[src/rtl/mp3player_audio_pkg.sv]
// rtl/mp3player_audio_pkg.sv - shared audio frame constants and I2S transmitter state type
package mp3player_audio_pkg;

  localparam int FRAME_BITS = 32;
  localparam int SAMPLE_W   = 16;
  localparam int BC_W       = $clog2(FRAME_BITS);

  typedef enum logic {
    IDLE = 1'b0,
    RUN  = 1'b1
  } i2s_state_e;

endpackage

[src/rtl/audio_sample_fifo.sv]
// rtl/audio_sample_fifo.sv - synchronous first-word-fall-through sample FIFO with level output
module audio_sample_fifo #(
  parameter int DEPTH = 8,
  parameter int WIDTH = 32
) (
  input  logic                   clk,
  input  logic                   rst,
  input  logic [WIDTH-1:0]       wr_data,
  input  logic                   wr_en,
  input  logic                   rd_en,
  output logic [WIDTH-1:0]       rd_data,
  output logic                   empty,
  output logic                   full,
  output logic [$clog2(DEPTH):0] level
);

  localparam int AW = $clog2(DEPTH);
  localparam logic [AW:0] LEVEL_FULL = (AW + 1)'(DEPTH);

  logic [WIDTH-1:0] mem [DEPTH];
  logic [AW-1:0]    wr_ptr;
  logic [AW-1:0]    rd_ptr;
  logic             do_wr;
  logic             do_rd;

  assign empty   = (level == '0);
  assign full    = (level == LEVEL_FULL);
  assign do_wr   = wr_en && !full;
  assign do_rd   = rd_en && !empty;
  // Head entry is always visible so the consumer can sample before popping.
  assign rd_data = mem[rd_ptr];

  always_ff @(posedge clk or posedge rst) begin
    if (rst) begin
      wr_ptr <= '0;
      rd_ptr <= '0;
      level  <= '0;
    end else begin
      if (do_wr) wr_ptr <= wr_ptr + 1'b1;
      if (do_rd) rd_ptr <= rd_ptr + 1'b1;
      if (do_wr && !do_rd)      level <= level + 1'b1;
      else if (do_rd && !do_wr) level <= level - 1'b1;
    end
  end

  always_ff @(posedge clk) begin
    if (do_wr) mem[wr_ptr] <= wr_data;
  end

endmodule

[src/rtl/audio_i2s_tx.sv]
// rtl/audio_i2s_tx.sv - I2S transmitter: sample FIFO, BCLK/LRCLK generation and frame serializer
module audio_i2s_tx
  import mp3player_audio_pkg::*;
#(
  parameter int FIFO_DEPTH = 8,
  parameter int BCLK_DIV   = 16
) (
  input  logic                        clk_clk,
  input  logic                        reset_reset,
  input  logic                        enable,
  input  logic                        clear_underrun,
  input  logic [FRAME_BITS-1:0]       snk_data,
  input  logic                        snk_valid,
  output logic                        snk_ready,
  output logic                        i2s_bclk,
  output logic                        i2s_lrclk,
  output logic                        i2s_dacdat,
  output logic [$clog2(FIFO_DEPTH):0] fifo_level,
  output logic                        underrun,
  output logic [15:0]                 underrun_count
);

  localparam int              DIV_W    = $clog2(BCLK_DIV);
  localparam logic [DIV_W-1:0] DIV_LAST = DIV_W'(BCLK_DIV - 1);
  localparam logic [BC_W-1:0]  BC_LAST  = BC_W'(FRAME_BITS - 1);
  localparam logic [BC_W-1:0]  BC_RIGHT = BC_W'(SAMPLE_W);

  i2s_state_e            state;
  i2s_state_e            state_nxt;
  logic [DIV_W-1:0]      div;
  logic [BC_W-1:0]       bc;
  logic [BC_W-1:0]       bit_idx;
  logic [FRAME_BITS-1:0] frame;
  logic [FRAME_BITS-1:0] fifo_data;
  logic                  fifo_empty;
  logic                  fifo_full;
  logic                  prev_lsb;
  logic                  div_wrap;
  logic                  bclk_fall;
  logic                  frame_end;
  logic                  load;
  logic                  pop;

  assign snk_ready = !reset_reset && !fifo_full;
  assign div_wrap  = (state == RUN) && (div == DIV_LAST);
  assign bclk_fall = div_wrap && i2s_bclk;
  assign frame_end = bclk_fall && (bc == BC_LAST);
  assign pop       = load && !fifo_empty;

  audio_sample_fifo #(
    .DEPTH (FIFO_DEPTH),
    .WIDTH (FRAME_BITS)
  ) u_fifo (
    .clk     (clk_clk),
    .rst     (reset_reset),
    .wr_data (snk_data),
    .wr_en   (snk_valid && snk_ready),
    .rd_en   (pop),
    .rd_data (fifo_data),
    .empty   (fifo_empty),
    .full    (fifo_full),
    .level   (fifo_level)
  );

  always_ff @(posedge clk_clk or posedge reset_reset) begin
    if (reset_reset) state <= IDLE;
    else             state <= state_nxt;
  end

  // Stopping is only honoured on the last falling edge of a frame.
  always_comb begin
    state_nxt = state;
    load      = 1'b0;
    case (state)
      IDLE: begin
        if (enable) begin
          state_nxt = RUN;
          load      = 1'b1;
        end
      end
      RUN: begin
        if (frame_end) begin
          if (enable) load      = 1'b1;
          else        state_nxt = IDLE;
        end
      end
      default: state_nxt = IDLE;
    endcase
  end

  always_ff @(posedge clk_clk or posedge reset_reset) begin
    if (reset_reset) begin
      div      <= '0;
      i2s_bclk <= 1'b0;
      bc       <= '0;
      prev_lsb <= 1'b0;
    end else if (state == IDLE) begin
      div      <= '0;
      i2s_bclk <= 1'b0;
      bc       <= '0;
      prev_lsb <= 1'b0;
    end else if (div_wrap) begin
      div      <= '0;
      i2s_bclk <= ~i2s_bclk;
      if (i2s_bclk) bc <= bc + 1'b1;
      // R[0] spills into slot 0 of the next frame, silent when stopping.
      if (frame_end) prev_lsb <= enable & frame[0];
    end else begin
      div <= div + 1'b1;
    end
  end

  always_ff @(posedge clk_clk or posedge reset_reset) begin
    if (reset_reset) begin
      frame          <= '0;
      underrun       <= 1'b0;
      underrun_count <= '0;
    end else begin
      if (load) frame <= fifo_empty ? '0 : fifo_data;
      if (load && fifo_empty) begin
        underrun <= 1'b1;
        if (clear_underrun)                underrun_count <= 16'd1;
        else if (underrun_count != 16'hFFFF) underrun_count <= underrun_count + 16'd1;
      end else if (clear_underrun) begin
        underrun       <= 1'b0;
        underrun_count <= '0;
      end
    end
  end

  // Slot k carries frame bit k-1 (MSB first), which sits at index FRAME_BITS-k.
  assign bit_idx    = BC_W'(0) - bc;
  assign i2s_lrclk  = (bc >= BC_RIGHT);
  assign i2s_dacdat = (state == RUN) && ((bc == '0) ? prev_lsb : frame[bit_idx]);

endmodule

[config.mk]
export PLATFORM = sky130hd
export DESIGN_NAME = audio_i2s_tx
export DESIGN_NICKNAME = d
export VERILOG_FILES = /design/src/rtl/mp3player_audio_pkg.sv /design/src/rtl/audio_sample_fifo.sv /design/src/rtl/audio_i2s_tx.sv
export SDC_FILE = /design/constraint.sdc
export NUM_CORES = 1
export LEC_CHECK = 0
export CORE_UTILIZATION = 64
export DETAILED_ROUTE_END_ITERATION = 8
export GPL_ROUTABILITY_DRIVEN = 0
export GPL_TIMING_DRIVEN = 0
export PLACE_DENSITY = 0.9
export SLEW_MARGIN = 20
export SYNTH_ARGS = -nofsm -noshare
export SYNTH_HDL_FRONTEND = slang
export SYNTH_SLANG_ARGS = --single-unit
[constraint.sdc]
create_clock -name clk_clk -period 11.8 [get_ports clk_clk]
set_input_delay 2.36 -clock clk_clk [delete_from_list [all_inputs] [get_ports clk_clk]]
set_output_delay 2.36 -clock clk_clk [all_outputs]
set_load 0.05 [all_outputs]
# == Word-level counts from Yosys, hierarchy flattened ==
# Memory sizes are Yosys's and may differ from the RTL's.
# Index checks and enable logic that the tools add are counted.
# op_classes
n_lt_le_gt_ge,2
bitwise,3
reduce_logical,25
add_sub_neg,8
mux,29
eq_ne,7
# op_table
op,count
$mux 16,4
$mux 32,1
$add 16x1->16 const B,1
$mux 4,4
$ne 16x16->1 const B,1
$mux 5,3
$mux 1,14
$logic_and 1x1->1,12
$add 4x1->4 const B,2
$eq 4x4->1 const B,2
$add 3x1->3 const B,2
$lt 5x6->1 const B,1
$reduce_and 2->1,3
$reduce_bool 2->1,3
$add 5x1->5 const B,1
$bmux 1 s5,1
$eq 5x5->1 const B,1
$ge 5x5->1 const B,1
$logic_not 1->1,5
$logic_not 5->1,1
$sub 1x5->5 const A,1
$logic_not 4->1,1
$ne 2x1->1 const B,2
$pmux 1 s2,2
other kinds (4),5
# totals
ramBits,256
regBits,71
n_memories,1
wordCells,86
# mem_list
name,depth,word_bits,read_ports,rd_clocked_by_memory_dff,wr,line,text
u_fifo.mem,8,32,1,0,1,audio_sample_fifo.sv:20,logic [WIDTH-1:0] mem [DEPTH];

# == Depth between registers and ports, before layout ==
# Gate-level depths: netlist of run 1.
# depth
word_depth,11
depth_mapped,14
depth_no_buf,13

# == By module ==
# Synthesis of run 1 repeated with hierarchy kept, for this count alone.
# hier_totals
hier_cells,767
area_unflattened_um2,13528.0
# modules_own_cells
mod,seq_area_each_um2,n_inst,cells_each,area_per_inst_um2
audio_sample_fifo,7937.6,1,434,10367.4
audio_i2s_tx,1526.5,1,333,3160.5

# == Worst setup path after synthesis of run 1 ==
# No wires, ideal clock.
# synth_timing
path_type,input to register
start,input port reset_reset
end,memory u_fifo.mem[0][0] (enable)
t_arrival_ns,5.938
stages,5
required_time_ns,11.339
path_slack_ns,5.401
n_path_buf,1
cell_sequence,a21oi_1 -> and2_1 -> clkbuf_1 -> nand2b_1 -> nor3_1
# synth_between
elab_chain_cells,6
# synth_rtl
element,line,text
"start, declared",audio_i2s_tx.sv:9,"input logic reset_reset,"
$logic_not 1->1 (no line),-,
$logic_and 1x1->1,audio_i2s_tx.sv:44,assign snk_ready = !reset_reset && !fifo_full;
$logic_and 1x1->1,audio_i2s_tx.sv:57,".wr_en (snk_valid && snk_ready),"
$logic_and 1x1->1,audio_sample_fifo.sv:28,assign do_wr = wr_en && !full;
named net u_fifo.do_wr,audio_sample_fifo.sv:23,logic do_wr;
$mux 1,audio_sample_fifo.sv:47,if (do_wr) mem[wr_ptr] <= wr_data;
$mux 1 (implied by the code),audio_sample_fifo.sv:47,
"end, declared",audio_sample_fifo.sv:20,
# The timed path passes the listed nets, and every way through them passes these cells.

# == Worst setup path after layout of run 1 ==
# layout_timing
start,register bc[0]
end,output port i2s_dacdat
# layout_between
elab_chain_cells,5
elab_cells_between_ends,6
cone_classes,add/sub: 1; mux: 3; reduce/logical: 2
# layout_rtl
element,line,text
"start, declared",audio_i2s_tx.sv:31,logic [BC_W-1:0] bc;
"start signal, assigned",audio_i2s_tx.sv:105,if (i2s_bclk) bc <= bc + 1'b1;
$sub 1x5->5,audio_i2s_tx.sv:132,assign bit_idx = BC_W'(0) - bc;
$bmux 1 s5,audio_i2s_tx.sv:134,assign i2s_dacdat = (state == RUN) && ((bc == '0) ? prev_lsb : frame[bit_idx]);
$mux 1 (implied by the code),audio_i2s_tx.sv:134,
$mux 1 (*),audio_i2s_tx.sv:134,
$logic_and 1x1->1 (*),audio_i2s_tx.sv:134,
"end, declared",audio_i2s_tx.sv:17,"output logic i2s_dacdat,"
# Every way passes the cells marked *; elsewhere a longest branch is shown, timed or not. The select of a mux whose other input is x is not followed.

==> impl_results.md, run 1 <==
- Netlist Area Pre-Place: 13100 µm²
- Drt first pass iters: 5
- Area of the multi-input gates: 3530 µm²
- TritonCTS buffer count: 31
- Port Buffers: 60
- TritonCTS clock tree: built
- Largest net degree at the start of global routing: 51
- Slew of the pin with the lowest slew margin: 935 ps
- CP Class: flop to primary output
- Setup bufs post-CTS: 0
- Worst setup SP type: flop
- Die X: 145 µm
- Slowest stage delay, CP: 840 ps
- FF+latch count, synth: 327
- First-pass GRT wire length: 46.0 mm
- FF-to-FF setup slack: 8280 ps
- Non-Filler Instances: 1122
- Final setup viols: 0
- Synth warn: 0
- Cell mode on critical path: buf_2
- # DRC: 0
- Post-layout net count: 878
- Worst Hold End: prev_lsb
- Placed cell count: 1065
- Clock-pin slew on the worst setup and hold paths: 70 ps
- Async SR Flop Fraction: 21.7%
- Hpwl dp: 18.0 mm
- Max cap viols: 0
- PwrDens: 167 nW/µm²
- NetSw: 0.607 mW
- Total Routing Usage GR: 29.3%
- Drt initial violations: 632
- Fin area: 15400 µm²
- Clock Latency Late Sink: 560 ps
- Minimum clock period: 6420 ps
- CTS H-Tree Depth: 1
- Num Clock Sinks: 327
- Area occupied by registers: 9460 µm²
- Post-DR vias/cell: 6.64
- Unrepaired setup endpoints after global routing: false
- Post-synth top flop: edfxtp_1
- Share of cells above drive strength 1: 19.5%
- Clk root buf: clkbuf_16
- Dpl ws: 5610 ps
- Final setup margin: 5380 ps
- Ant diodes: 0
- Synthesized area per cell: 18.3 µm²
- EDFF count, synth: 256
- Initial antenna violation count: 0
- Max Clock Freq: 0.156 GHz
- Part of the power in combinational logic: 9.3%
- Vias in the first global route: 7809
- Worst endpoint required time: 9440 ps
- Crit Path Max Fanout: 10
- Sequential fraction of the synthesis area: 72.1%
- Die area: 21100 µm²
- Critical Path End Type: primary output
- Std-Cell Rows: 52
- Vias: 7448
- R2R depth: 14
- Post-Route Setup TNS: 0 ps
- Slew margin rel.: 37.7%
- Status: finished clean
- Pins Over Slew Limit: 0
- Routed len/inst: 26.8 µm
- Final Skew: 9.52 ps
- Final worst-path cycle share: 54.4%
- Leakage: 5.16 nW
- Mapped Nets: 769
- Post-CTS resize count: 0
- CP max stage cell: clkdlybuf4s50_1
- Dpl cell area: 14400 µm²
- Reg2reg end: u_fifo.level[3]
- GRT Residual Overflow: 0
- Hold Path Depth: 2
- Num ports: 62
- Syn Inst Count: 719
- Crit path max-delay family: buffers and inverters
- Max IR drop VDD: 0.134 mV
- Crit path buf inv count: 4
- Area added between synthesis and finish: 17.1%
- Clock share of power: 37.4%
- Clk buf depth: 3
- Die Height: 145 µm
- Cells along the critical path: buf_2 > inv_1 > ha_1 > buf_2 > mux4_2 > mux2i_1 > or3b_1 > a31oi_1 > clkdlybuf4s50_1
- Switch share: 23.6%
- Critical R2R Launch: bc[1]
- Pint: 1.97 mW
- Worst hold start: prev_lsb
- Worst hold path type: flop to flop
- Sequential share of power: 53.3%
- Detailed Route WL: 30.0 mm
- Hold Fails Final Rpt: 0
- Initial Utilization: 65.1%
- Unique masters post-synth: 53
- CORE AREA: 20200 µm²
- Filler cells: 1064
- Hold-fix buffers, CTS: 0
- Final antenna-violating net count: 0
- WP data arrival: 4060 ps
-- power by group through the flow --
stage	clock network, mW	logic, mW	registers [mW]
floorplan	0	0.0973	1.40
global placement	0	0.188	1.39
detailed placement	0	0.233	1.39
CTS	0.966	0.239	1.37
global route	1.01	0.252	1.37
finish	0.963	0.239	1.37
-- cells by family after synthesis --
logic type	Yosys count	synth area share, %
DFF	327	72.1
and+or+nand+nor	131	5.40
muxes	111	15.2
AOI/OAI and AO/OA	79	3.57
buffers and inverters	43	1.40
xor gates and xnor gates	15	1.06
adders and majority gates	13	1.30
-- layer usage --
layer / up-vias / share of wire (%) / global-route usage (%)
li1: 3087 / - / -
met1: 3839 / 38 / 38.1
met2: 427 / 51 / 49.9
met3: 95 / 6.5 / 4.50
met4: 0 / 4.1 / 12.5
met5: - / 0 / 0
-- worst max-delay path by stage --
stage	from	end	depth (start not counted)
global route	bc[0]	i2s_dacdat	10
detailed placement	reset_reset	snk_ready	3
floorplan	reset_reset	u_fifo.mem[0][0]	5
CTS	bc[0]	i2s_dacdat	9
finish	bc[0]	i2s_dacdat	9
global placement	reset_reset	u_fifo.mem[0][11]	6
-- registers in the layout, summed over array words and instances (netlist names) --
register / flops
u_fifo.mem: 256
frame: 32
underrun_count: 16
bc: 5
div: 4
u_fifo.level: 4
u_fifo.rd_ptr: 3
u_fifo.wr_ptr: 3
i2s_bclk: 1
prev_lsb: 1
state: 1
underrun: 1
-- through the flow --
| stage | power, mW | hold slack [ps] | util [%] |
|---|---|---|---|
| after floorplan | 1.50 | 442 | - |
| after global placement | 1.57 | 456 | 69.7 |
| after detailed placement | 1.62 | 472 | 71.3 |
| after CTS | 2.57 | 493 | 76.2 |
| after global routing | 2.63 | 525 | 76.2 |
| final | 2.57 | 493 | 76.2 |
-- Yosys cell counts (2+ instances only) --
cell	n	area share, %
edfxtp_1	256	59
dfrtp_1	71	14
mux4_2	70	12
nand2_1	46	1.3
mux2i_1	38	2.9
o21ai_0	38	1.4
nor2_1	17	0.49
clkbuf_1	16	0.46
a21oi_1	15	0.57
buf_2	12	0.46
ha_1	12	1.1
nor3_1	11	0.42
inv_1	10	0.29
nand3_1	10	0.38
xnor2_1	10	0.67
a31oi_1	8	0.38
and3_1	6	0.29
and4_1	5	0.33
a211oi_1	4	0.23
buf_1	4	0.11
nand2b_1	4	0.19
nor2b_1	4	0.19
or4_1	4	0.23
xor2_1	4	0.27
and2_1	3	0.14
mux2_2	3	0.26
nand4_1	3	0.14
o31ai_1	3	0.17
a2111oi_0	2	0.13
a21o_1	2	0.11
a311oi_1	2	0.13
a41oi_1	2	0.13
nor3_2	2	0.15
nor3b_1	2	0.11
nor4b_1	2	0.13
-- layout make-up --
| class | instances | area share [%] |
|---|---|---|
| plain buffers | 33 | 0.953 |
| inverters | 10 | 0.261 |
| multi-input cells | 349 | 23.0 |
| clock buffers | 38 | 5.22 |
| well taps | 270 | 2.20 |
| clock inverters | 19 | 1.13 |
| flip-flops and latches | 327 | 61.6 |
| repair buffers | 76 | 5.65 |
-- cells in the final DEF (no fill, tap or decap), drive strengths merged, types with 5 or more instances in the layout --
master         Yosys  layout
nor2              17      17
a21oi             15      15
mux4              70      70
o21ai             38      38
inv               10      12
nor3              13      13
and4               5       5
clkbuf            16      54
a31oi              8       8
clkdlybuf4s50      0      60
mux2i             38      38
dfrtp             71      71
edfxtp           256     256
xor2               5       5
nand3             11      11
clkinv             0      13
and3               7       7
buf               17      33
ha                12      12
nand2             47      47
xnor2             10      10
-- worst min-delay path: stages (launching register included) --
cell and delay, ps:
dfrtp_1 350, nand2_1 50, o21ai_0 60
Power figures use the tool's default switching activity.
==> run 2: changes to the inputs <==
Settings changed: CORE_UTILIZATION 64 to 54, PLACE_DENSITY 0.9 to 0.81.
Clock period 11.8 ns to 5.9 ns, I/O delays scaled along.
==> run 2 against run 1 <==
  * Setup slack got worse by 4500 ps
  * Critical endpoint unchanged
  * Critical path depth unchanged
  * Total power is 100% higher
  * Largest power group unchanged
==> impl_results.md, run 2 (synthesis gave the netlist of run 1 again) <==
- Status: finished clean (unchanged)
- Hpwl dp: 17.0 mm (was 18.0 mm)
- Minimum clock period: 5060 ps
- Post-Route Setup TNS: 0 ps (unchanged)
- Port Buffers: 60 (unchanged)
- Clock-pin slew on the worst setup and hold paths: 60 ps (was 70 ps)
- # DRC: 0 (unchanged)
- CTS H-Tree Depth: 2 (was 1)
- Routed len/inst: 23.1 µm (was 26.8 µm)
- Initial Utilization: 55.4% (was 65.1%)
- Leakage: 5.19 nW (was 5.16 nW)
- Filler cells: 1638 (was 1064)
- Largest net degree at the start of global routing: 59 (was 51)
- PwrDens: 334 nW/µm² (was 167 nW/µm²)
- Most frequent cells in the layout: edfxtp_1 (256), dfrtp_1 (71), mux4_2 (70) (unchanged)
- Cells along the critical path: buf_2 > inv_1 > ha_1 > buf_2 > mux4_2 > mux2i_1 > or3b_1 > a31oi_1 > clkdlybuf4s50_1 (unchanged)
- Post-layout net count: 882 (was 878)
- Worst setup SP type: flop (unchanged)
- Crit path max-delay family: buffers and inverters (unchanged)
- Reg2reg end: u_fifo.level[3] (unchanged)
- Critical Path End Type: primary output (unchanged)
- Num ports: 62 (unchanged)
- R2R depth: 14 (unchanged)
- Worst hold start: frame[3] (was prev_lsb)
- Final antenna-violating net count: 0 (unchanged)
- Ant diodes: 0 (unchanged)
- Area of the multi-input gates: 3530 µm² (unchanged)
- Pins Over Slew Limit: 0 (unchanged)
- GR Util met1: 31.0% (was 38.1%)
- Crit Path Max Fanout: 10 (unchanged)
- Slew margin rel.: 36.1% (was 37.7%)
- Crit path buf inv count: 4 (unchanged)
- Unrepaired setup endpoints after global routing: false (unchanged)
- Top reg by flops: u_fifo.mem (unchanged)
- Slowest stage delay, CP: 840 ps (about the same)
- Worst hold path type: flop to flop (unchanged)
- Placed cell count: 1115 (was 1065)
- Initial antenna violation count: 0 (unchanged)
- Most common cell after layout, fill and taps aside: edfxtp_1 (unchanged)
- Max Clock Freq: 0.198 GHz
- Drt first pass iters: 4 (was 5)
- Max IR drop VDD: 0.325 mV (was 0.134 mV)
- Drt initial violations: 511 (was 632)
- TritonCTS clock tree: built (unchanged)
- FF-to-FF setup slack: 2580 ps (was 8280 ps)
- Vias in the first global route: 7269 (was 7809)
- Die X: 158 µm (was 145 µm)
- Non-Filler Instances: 1176 (was 1122)
- Max cap viols: 0 (unchanged)
- Post-DR vias/cell: 5.98 (was 6.64)
- Share of cells above drive strength 1: 19.6% (was 19.5%)
- Hold Path Depth: 2 (unchanged)
- Hold Fails Final Rpt: 0 (unchanged)
- M3 GR Usage: 3.61% (was 4.50%)
- Std-Cell Rows: 56 (was 52)
- GRT busiest layer: met2 (unchanged)
- Area occupied by registers: 9460 µm² (unchanged)
- First-pass GRT wire length: 42.1 mm (was 46.0 mm)
- Cell mode on critical path: buf_2 (unchanged)
- Die area: 24900 µm² (was 21100 µm²)
- TritonCTS buffer count: 34 (was 31)
- Total Routing Usage GR: 23.2% (was 29.3%)
- Vias: 7032 (was 7448)
- Clk root buf: clkbuf_16 (unchanged)
- CORE AREA: 23700 µm² (was 20200 µm²)
- GRT Residual Overflow: 0 (unchanged)
- Post-CTS resize count: 0 (unchanged)
- Worst endpoint required time: 4720 ps (was 9440 ps)
- CP Class: flop to primary output (unchanged)
- Final Skew: 13.4 ps (was 9.52 ps)
- Die Height: 158 µm (was 145 µm)
- Num Clock Sinks: 327 (unchanged)
- Max reg flops: 256 (unchanged)
- Worst Hold End: frame[3] (was prev_lsb)
- Setup bufs post-CTS: 0 (unchanged)
- Clock Latency Late Sink: 510 ps (was 560 ps)
- Clk buf depth: 3 (unchanged)
- WP data arrival: 3880 ps (was 4060 ps)
- Top flop regs: u_fifo.mem: 256 flops, frame: 32 flops, underrun_count: 16 flops (unchanged)
- Final worst-path cycle share: 85.7%
- Detailed Route WL: 27.2 mm (was 30.0 mm)
- CP max stage cell: clkdlybuf4s50_1 (unchanged)
- Final setup viols: 0 (unchanged)
- Slew of the pin with the lowest slew margin: 958 ps (was 935 ps)
- Critical R2R Launch: bc[1] (unchanged)
- Area added between synthesis and finish: 18.0% (was 17.1%)
- Met2 usage: 38.7% (was 49.9%)
- Hold-fix buffers, CTS: 0 (unchanged)
## run 2: changes by cell type in the layout (fill, tap and decap cells not counted), sizes merged
cell and delta:
buf +1, clkinvlp -1, bufinv -3, inv -1
clkbuf +9
## run 2: where the power goes
part | leakage, nW | internal (mW) | total [mW] | switching [mW]
clock network | 0.504 | 1.14 | 1.98 | 0.845
registers | 3.26 | 2.66 | 2.73 | 0.0722
logic | 1.43 | 0.178 | 0.461 | 0.283
total | 5.19 | 3.97 | 5.17 | 1.20
## run 2: metal layers
layer	vias to the layer above	part of all wire (%)
met2	256	51
met1	3610	40
met5	-	0
met4	0	3.2
met3	63	5.6
li1	3103	-
## run 2: area by class of cell
cell class	count	share of cell area (%)
sequential	327	61.1
multi-input combinational	349	22.8
clock buffer	47	6.20
timing repair buffer	77	5.71
tap	319	2.58
buffer	33	0.945
clock inverter	14	0.404
inverter	10	0.258
## run 2: worst min-delay path, delay by kind of cell (launching register included)
kind            cells  cell delay [ps]
flops               1              340
compound gates      1               60
simple gates        1               50
## run 2: how the worst max path moves through the flow
| stage | from | to | slack, ps | cells after the start |
|---|---|---|---|---|
| after floorplan | reset_reset | u_fifo.mem[0][0] | 680 | 5 |
| after global placement | reset_reset | u_fifo.mem[0][11] | -1360 | 6 |
| after detailed placement | bc[0] | i2s_dacdat | 1390 | 9 |
| after CTS | bc[0] | i2s_dacdat | 830 | 9 |
| after global routing | bc[0] | i2s_dacdat | 700 | 9 |
| final | bc[0] | i2s_dacdat | 840 | 9 |
## run 2: stage by stage
step	power (mW)	cell area (µm²)	util (%)	hold slack, ps	setup slack (ps)
after detailed placement	3.24	14500	61.1	466	1390
final	5.17	15500	65.4	479	841
after global routing	5.34	15500	65.4	501	702
after CTS	5.20	15500	65.4	479	827
after floorplan	3.00	13100	-	442	681
after global placement	3.16	14100	59.6	458	-1360
